==> src/rtl/cpu_mem_arbiter_pkg.sv <==
// Shared types and sizes for the CPU memory port-A arbiter.
// Mirrors the CHIP-8 system defines: address/data widths, FSM states, requester IDs.
package cpu_mem_arbiter_pkg;

    localparam int CHIP8_ADDR_W = 12;
    localparam int CHIP8_DATA_W = 8;

    typedef enum logic {
        ST_IDLE   = 1'b0,
        ST_ACCESS = 1'b1
    } arb_state_t;

    typedef enum logic {
        REQ_CPU = 1'b0,
        REQ_DMA = 1'b1
    } req_id_t;

endpackage

==> src/rtl/cpu_mem_arb_pick.sv <==
// Combinational two-way winner select for the port-A arbiter.
// Define CPU_MEM_ARB_RR_EN for round-robin ties; otherwise the CPU always wins ties.
module cpu_mem_arb_pick
    import cpu_mem_arbiter_pkg::*;
(
    input  logic    cpu_req,
    input  logic    dma_req,
`ifdef CPU_MEM_ARB_RR_EN
    input  req_id_t last_gnt,
`endif
    output logic    any_req,
    output req_id_t winner
);

    // NOTE: every output gets a default at the top of always_comb so no path leaves it unassigned (no latch).
    always_comb begin
        any_req = cpu_req | dma_req;
        winner  = REQ_CPU;
        if (cpu_req && dma_req) begin
`ifdef CPU_MEM_ARB_RR_EN
            winner = (last_gnt == REQ_CPU) ? REQ_DMA : REQ_CPU;
`else
            winner = REQ_CPU;
`endif
        end else if (dma_req) begin
            winner = REQ_DMA;
        end
    end

endmodule

==> src/rtl/cpu_mem_arbiter.sv <==
// Serialises CPU and DMA/loader accesses onto RAM port A: one access per two clocks.
// Tie policy selected by CPU_MEM_ARB_RR_EN (round-robin) or fixed CPU priority when undefined.
module cpu_mem_arbiter
    import cpu_mem_arbiter_pkg::*;
#(
    parameter int ADDR_W = CHIP8_ADDR_W,
    parameter int DATA_W = CHIP8_DATA_W
) (
    input  logic              clk,
    input  logic              reset,
    input  logic              cpu_req,
    input  logic              cpu_write,
    input  logic [ADDR_W-1:0] cpu_addr,
    input  logic [DATA_W-1:0] cpu_wdata,
    output logic              cpu_ack,
    output logic [DATA_W-1:0] cpu_rdata,
    input  logic              dma_req,
    input  logic              dma_write,
    input  logic [ADDR_W-1:0] dma_addr,
    input  logic [DATA_W-1:0] dma_wdata,
    output logic              dma_ack,
    output logic [DATA_W-1:0] dma_rdata,
    output logic              mem_en,
    output logic              mem_write,
    output logic [ADDR_W-1:0] mem_addr,
    output logic [DATA_W-1:0] mem_wdata,
    input  logic [DATA_W-1:0] mem_rdata,
    output logic              busy
);

    arb_state_t        state, state_n;
    req_id_t           gnt_id, gnt_id_n;
    logic              mem_en_n, mem_write_n;
    logic [ADDR_W-1:0] mem_addr_n;
    logic [DATA_W-1:0] mem_wdata_n;
    logic              cpu_ack_n, dma_ack_n;
    logic              any_req;
    req_id_t           winner;

`ifdef CPU_MEM_ARB_RR_EN
    req_id_t           last_gnt, last_gnt_n;
`endif

    cpu_mem_arb_pick u_pick (
        .cpu_req  (cpu_req),
        .dma_req  (dma_req),
`ifdef CPU_MEM_ARB_RR_EN
        .last_gnt (last_gnt),
`endif
        .any_req  (any_req),
        .winner   (winner)
    );

    always_comb begin
        state_n     = state;
        gnt_id_n    = gnt_id;
        mem_en_n    = 1'b0;
        mem_write_n = 1'b0;
        mem_addr_n  = mem_addr;
        mem_wdata_n = mem_wdata;
        cpu_ack_n   = 1'b0;
        dma_ack_n   = 1'b0;
`ifdef CPU_MEM_ARB_RR_EN
        last_gnt_n  = last_gnt;
`endif
        case (state)
            ST_IDLE: begin
                if (any_req) begin
                    state_n  = ST_ACCESS;
                    gnt_id_n = winner;
                    mem_en_n = 1'b1;
`ifdef CPU_MEM_ARB_RR_EN
                    last_gnt_n = winner;
`endif
                    if (winner == REQ_DMA) begin
                        mem_write_n = dma_write;
                        mem_addr_n  = dma_addr;
                        mem_wdata_n = dma_wdata;
                    end else begin
                        mem_write_n = cpu_write;
                        mem_addr_n  = cpu_addr;
                        mem_wdata_n = cpu_wdata;
                    end
                end
            end
            // RAM samples the registered command on this edge; ack lines up with its registered read data.
            ST_ACCESS: begin
                state_n   = ST_IDLE;
                cpu_ack_n = (gnt_id == REQ_CPU);
                dma_ack_n = (gnt_id == REQ_DMA);
            end
        endcase
    end

    // NOTE: sequential state uses non-blocking assignments so every register samples pre-edge values.
    always_ff @(posedge clk or posedge reset) begin
        if (reset) begin
            state     <= ST_IDLE;
            gnt_id    <= REQ_CPU;
            mem_en    <= 1'b0;
            mem_write <= 1'b0;
            mem_addr  <= '0;
            mem_wdata <= '0;
            cpu_ack   <= 1'b0;
            dma_ack   <= 1'b0;
`ifdef CPU_MEM_ARB_RR_EN
            last_gnt  <= REQ_DMA;
`endif
        end else begin
            state     <= state_n;
            gnt_id    <= gnt_id_n;
            mem_en    <= mem_en_n;
            mem_write <= mem_write_n;
            mem_addr  <= mem_addr_n;
            mem_wdata <= mem_wdata_n;
            cpu_ack   <= cpu_ack_n;
            dma_ack   <= dma_ack_n;
`ifdef CPU_MEM_ARB_RR_EN
            last_gnt  <= last_gnt_n;
`endif
        end
    end

    assign busy      = (state == ST_ACCESS);
    assign cpu_rdata = mem_rdata;
    assign dma_rdata = mem_rdata;

endmodule

==> config.mk <==
export PLATFORM = sky130hd
export DESIGN_NAME = cpu_mem_arbiter
export DESIGN_NICKNAME = d
export VERILOG_FILES = /design/src/rtl/cpu_mem_arbiter_pkg.sv /design/src/rtl/cpu_mem_arb_pick.sv /design/src/rtl/cpu_mem_arbiter.sv
export SDC_FILE = /design/constraint.sdc
export NUM_CORES = 1
export LEC_CHECK = 0
export ABC_AREA = 1
export ABC_CLOCK_PERIOD_IN_PS = 1400
export CAP_MARGIN = 20
export CORE_UTILIZATION = 36
export CTS_CLUSTER_SIZE = 30
export DETAILED_ROUTE_END_ITERATION = 7
export PLACE_DENSITY_LB_ADDON = 0.08
export SLEW_MARGIN = 20
export SYNTH_ARGS = -nofsm -noshare
export SYNTH_HDL_FRONTEND = slang
export SYNTH_SLANG_ARGS = --single-unit
==> constraint.sdc <==
create_clock -name clk -period 1.4 [get_ports clk]
set_input_delay 0.28 -clock clk [delete_from_list [all_inputs] [get_ports clk]]
set_output_delay 0.28 -clock clk [all_outputs]
set_load 0.1 [all_outputs]
======== Word level (Yosys, flattened, before mapping) ========
Index checks and enable logic that the tools add are counted.
cells by class
  bitwise gates (word level) .............. 3
  reductions and logical operators ........ 2
  multiplexer cells ....................... 12
operators with widths
  operator           number
  $mux 12            1
  $mux 1             9
  $mux 8             1
  $not 1->1          2
  $pmux 1 s2         1
  $reduce_and 2->1   1
  $logic_and 1x1->1  1
  $or 1x1->1         1
word-level totals
  bits in registers ....................... 26
  word-level logic and storage cells ...... 25
  output and inout port bits .............. 41
  input bits .............................. 54

======== Logic depth before layout (Yosys ltp) ========
  word-level depth ........................ 5
  gate-level depth with buffers ........... 6

======== Modules after synthesis ========
A second synthesis with hierarchy kept.
unflattened totals
  cell total of the unflattened synthesis .. 189
  area total of the unflattened synthesis .. 1323.8 um^2
modules (own cells, without submodules)
  module            instances  area each (um^2)  sequential area each (um^2)  cells an instance
  cpu_mem_arbiter   1          1308.8            625.6                        185
  cpu_mem_arb_pick  1          15.0              0.0                          4

======== Least setup slack after synthesis ========
OpenSTA, ideal clock, no wires.
  path kind ............................... reg2reg
  start ................................... reg mem_en (netlist name)
  end ..................................... reg mem_addr[0]
  arrival time ............................ 1634 ps
  setup time .............................. 68 ps
  required time ........................... 1332 ps
  setup slack ............................. -302 ps
  period minus slack after synthesis ...... 1702 ps
  path buffers ............................ 1
  cell stages (with the launch flop) ...... 6
  cells stage by stage .................... dfrtp_1 > inv_1 > o21ai_2 > buf_2 > nand2_1 > nand2_1
RTL lines
  what                  line                    text
  end signal, assigned  cpu_mem_arbiter.sv:114  mem_addr <= mem_addr_n;
  end, declared         cpu_mem_arbiter.sv:25   output logic [ADDR_W-1:0] mem_addr,

======== Worst setup path in the final report ========
  start ................................... in cpu_req
  end ..................................... reg mem_wdata[1]
on the way
  cells in the longest elaborated chain, start to end .. 3
  elaborated cells between the ends (all ways) .. 5
  classes of those cells .................. mux: 2; bitwise: 1; reduce/logical: 2
RTL lines
  what                  line                    text
  start, declared       cpu_mem_arbiter.sv:11   input logic cpu_req,
  $logic_and 1x1->1     cpu_mem_arb_pick.sv:19  if (cpu_req && dma_req) begin
  $mux 1                cpu_mem_arb_pick.sv:19
  $mux 8                cpu_mem_arbiter.sv:75   if (winner == REQ_DMA) begin
  end signal, assigned  cpu_mem_arbiter.sv:115  mem_wdata <= mem_wdata_n;
  end, declared         cpu_mem_arbiter.sv:26   output logic [DATA_W-1:0] mem_wdata,
Parallel ways exist; a longest one is shown, timed or not.
A chain may end at the register's enable or synchronous reset.

==> summary.md <==
| Metric | Value |
|---|---|
| Register-to-Register Path Depth | 5 |
| Diodes inserted | 0 |
| Crit Path Max Fanout | 21 |
| CTS Buf Count | 3 |
| Initial Util | 0.3862 |
| Post-DRT Antenna Nets | 0 |
| Total number of vias | 1,359 |
| Xor-xnor portion of the synthesized cell area | 0 |
| Most frequent cells after synthesis | nand2_1 (64), inv_1 (44), nand3_1 (41) |
| FP Rows | 22 |
| Core area | 3771 um^2 |
| Hold-fix buffers at CTS | 0 |
| Worst path cell trace | clkdlybuf4s50_1, inv_1, nand2_1, buf_12, nand2_1, nand3_1, nand2_1 |
| Multiplexer share of the synthesized area | 0 |
| Flop2flop setup slack | 0.29 ns |
| Yosys top cell area share | 0.4296 |
| H-tree Lvls | 1 |
| Crit-path most repeated cell | nand2_1 |
| Status | completed |
| NumNets Final | 316 |
| Yosys warnings | 0 |
| Placed insts | 305 |
| Via-per-instance ratio | 4.398 |
| Tcrit/Tclk final | 0.8655 |
| Setup TNS | 0 ns |
| Final Max Tran Viols | 0 |
| Synthesized area | 1456 um^2 |
| Starting DRC count in detailed routing | 57 |
| Reg-to-Reg End | gnt_id |
| Worst EP required | 1.55 ns |
| Compound-Gate Fraction of Synth Area | 0.01289 |
| Placed cell areas | 2371 um^2 |
| Max VDD drop | 0.7105 mV |
| CP Data Arrival Time | 1.37 ns |
| CP delay by family, top | buffers and inverters |
| Cell area power density | 1398 nW/um^2 |
| Final hold viol count | 0 |
| Worst Setup Start Kind | input pin |
| Final std cells w/o fill | 309 |
| DIE AREA | 4304 um^2 |
| Io pins | 95 |
| Final number of setup-violating endpoints | 0 |
| Residual DRC | 0 |
| CTS root buffer | clkbuf_8 |
| Largest net degree at the start of global routing | 26 |
| Setup Skew | 0.003948 ns |
| Synth-to-Final Area Change | 65.98% |
| PortBufs | 70 |
| Gr ovfl total | 0 |
| Total chip power | 3.379 mW |
| Final min period | 1.212 ns |
| First-pass GRT wire length | 5789 um |
| DIE HEIGHT | 65.61 um |
| Synth area leader | dfrtp_1 |
| #FFs+latches synth | 25 |
| Clk sink count | 25 |
| Post-CTS Resized | 0 |
| Mapped Cells | 207 |
| Share of cells above drive strength 1 | 0.1494 |
| Post-synth ARST share | 1.000 |
| Largest family of logic cells by synthesized area | simple AND/OR/NAND/NOR gates |
| Post-CTS setup buffers | 0 |
| Reg clk slew, reported paths | 0.08 ns |
| Gr usage total | 0.1761 |
| Mean Syn Cell Area | 7.036 um^2 |
| Width of the die | 65.61 um |
| Final WL | 3496 um |
| Number of global-route vias before repair | 1,268 |
| Max Clk Rate | 825.3 MHz |
| P_leak | 1.293 nW |
| Worst path slowest cell | clkdlybuf4s50_1 |
| Yosys cell types | 10 |
| Top FF cell, synth | dfrtp_1 |
| Worst-Skew Late Latency | 0.26 ns |
| Slowest stage delay, CP | 0.53 ns |
| Largest cells by area after synthesis | dfrtp_1 (43%), nand2_1 (16%), nand3_1 (14%) |
| WL/cell | 11.31 um |
| CP Capture Type | flop |
| Most common cell in the synthesized netlist | nand2_1 |
| Number of synthesized flops with an enable pin | 0 |
| Worst slew margin | 0.7947 |
| RD Place Congestion | 0.7259 |
| Longest Clk Path Bufs | 2 |
| Final core utilization | 0.6410 |
| Synth Area in Simple Gates | 0.3153 |
| Adder-Cell Fraction of Synth Area | 0 |
| Worst R2R Start | mem_en |
| DRT Pass-1 Iters | 4 |
| Sequential area share after synthesis | 0.4296 |
| Post-route cell area | 2417 um^2 |
| Unrepaired setup endpoints after global routing | no |
| Worst path bufs/invs | 3 |
| Post-synthesis net count | 261 |
| HP Class | in2async |
| Max cap viols | 0 |
| Worst-Margin Slew | 0.3079 ns |
| CTS tree | yes |
| Dpl hpwl | 2558 um |
| Initial antenna violation count | 0 |
| WS Path Type | in2reg |
==> flip-flops by register name, indices dropped and copies added, names as in the netlist <==
register   count
dma_ack        1
cpu_ack        1
mem_addr      12
mem_write      1
mem_en         1
gnt_id         1
mem_wdata      8
==> layout by cell type (no fill, tap or decap), types with 2 or more instances in the layout <==
cell type        netlist  layout
buf_4                 21       4
inv_1                 44      44
dfrtp_1               25      24
clkbuf_8               0       3
o21ai_0                2       2
buf_12                 0      28
nand2_1               64      64
nand3_1               41      41
nor2_1                 2       2
clkdlybuf4s50_1        0      45
==> metrics by stage <==
| step | hold slack (ns) | worst slack, ns |
|---|---|---|
| 6_report | 0.3524 | 0.1883 |
| 5_1_grt | 0.3937 | 0.09624 |
| 3_5_place_dp | 0.4586 | -0.08986 |
| 4_1_cts | 0.3692 | 0.1780 |
| 2_1_floorplan | 0.3073 | 0.02932 |
| 3_3_place_gp | 0.4559 | -0.06216 |
==> worst reg2reg max path, cell delays in order, from the launching register on <==
cell	delay, ns
dfrtp_2	0.48
inv_1	0.14
o21ai_2	0.09
buf_12	0.16
nand2_1	0.06
o21ai_0	0.07
==> area by class of cell <==
type / instances / area, um^2
Clock buffer: 3 / 41.29
Clock inverter: 1 / 5.005
Fill cell: 334 / 1354
Inverter: 44 / 165.2
Multi-Input combinational cell: 111 / 478.0
Sequential cell: 25 / 626.9
Tap cell: 48 / 60.06
Timing Repair Buffer: 77 / 1041
==> where the power goes <==
part,switching (mW),internal [mW]
clock network,0.212,0.198
logic,1.24,0.728
registers,0.151,0.853
total,1.60,1.78
==> layer usage <==
layer	track usage	vias to the layer above	routed length, um
met5	0	-	0
met4	0.06793	0	54
met3	0.03819	11	280
met2	0.2822	47	1591
met1	0.2301	596	1569
li1	-	705	-
==> kinds of logic (layout without fill, tap and decap cells) <==
kind of cell / count (synthesis) / in the layout
compound gates: 3 / 3
simple gates: 108 / 108
flops: 25 / 25
buf+inv: 71 / 125
==> worst max path at each step <==
stage / from / end / slack, ns / cells after the start
after floorplan: mem_en / mem_addr[0] / 0.03 / 5
after global placement: cpu_req / mem_wdata[4] / -0.06 / 7
after detailed placement: cpu_req / mem_addr[9] / -0.09 / 7
after CTS: mem_en / mem_en / 0.18 / 1
after global routing: cpu_req / mem_wdata[0] / 0.1 / 6
final: cpu_req / mem_wdata[1] / 0.19 / 7
(Power assumes the default switching activity.)
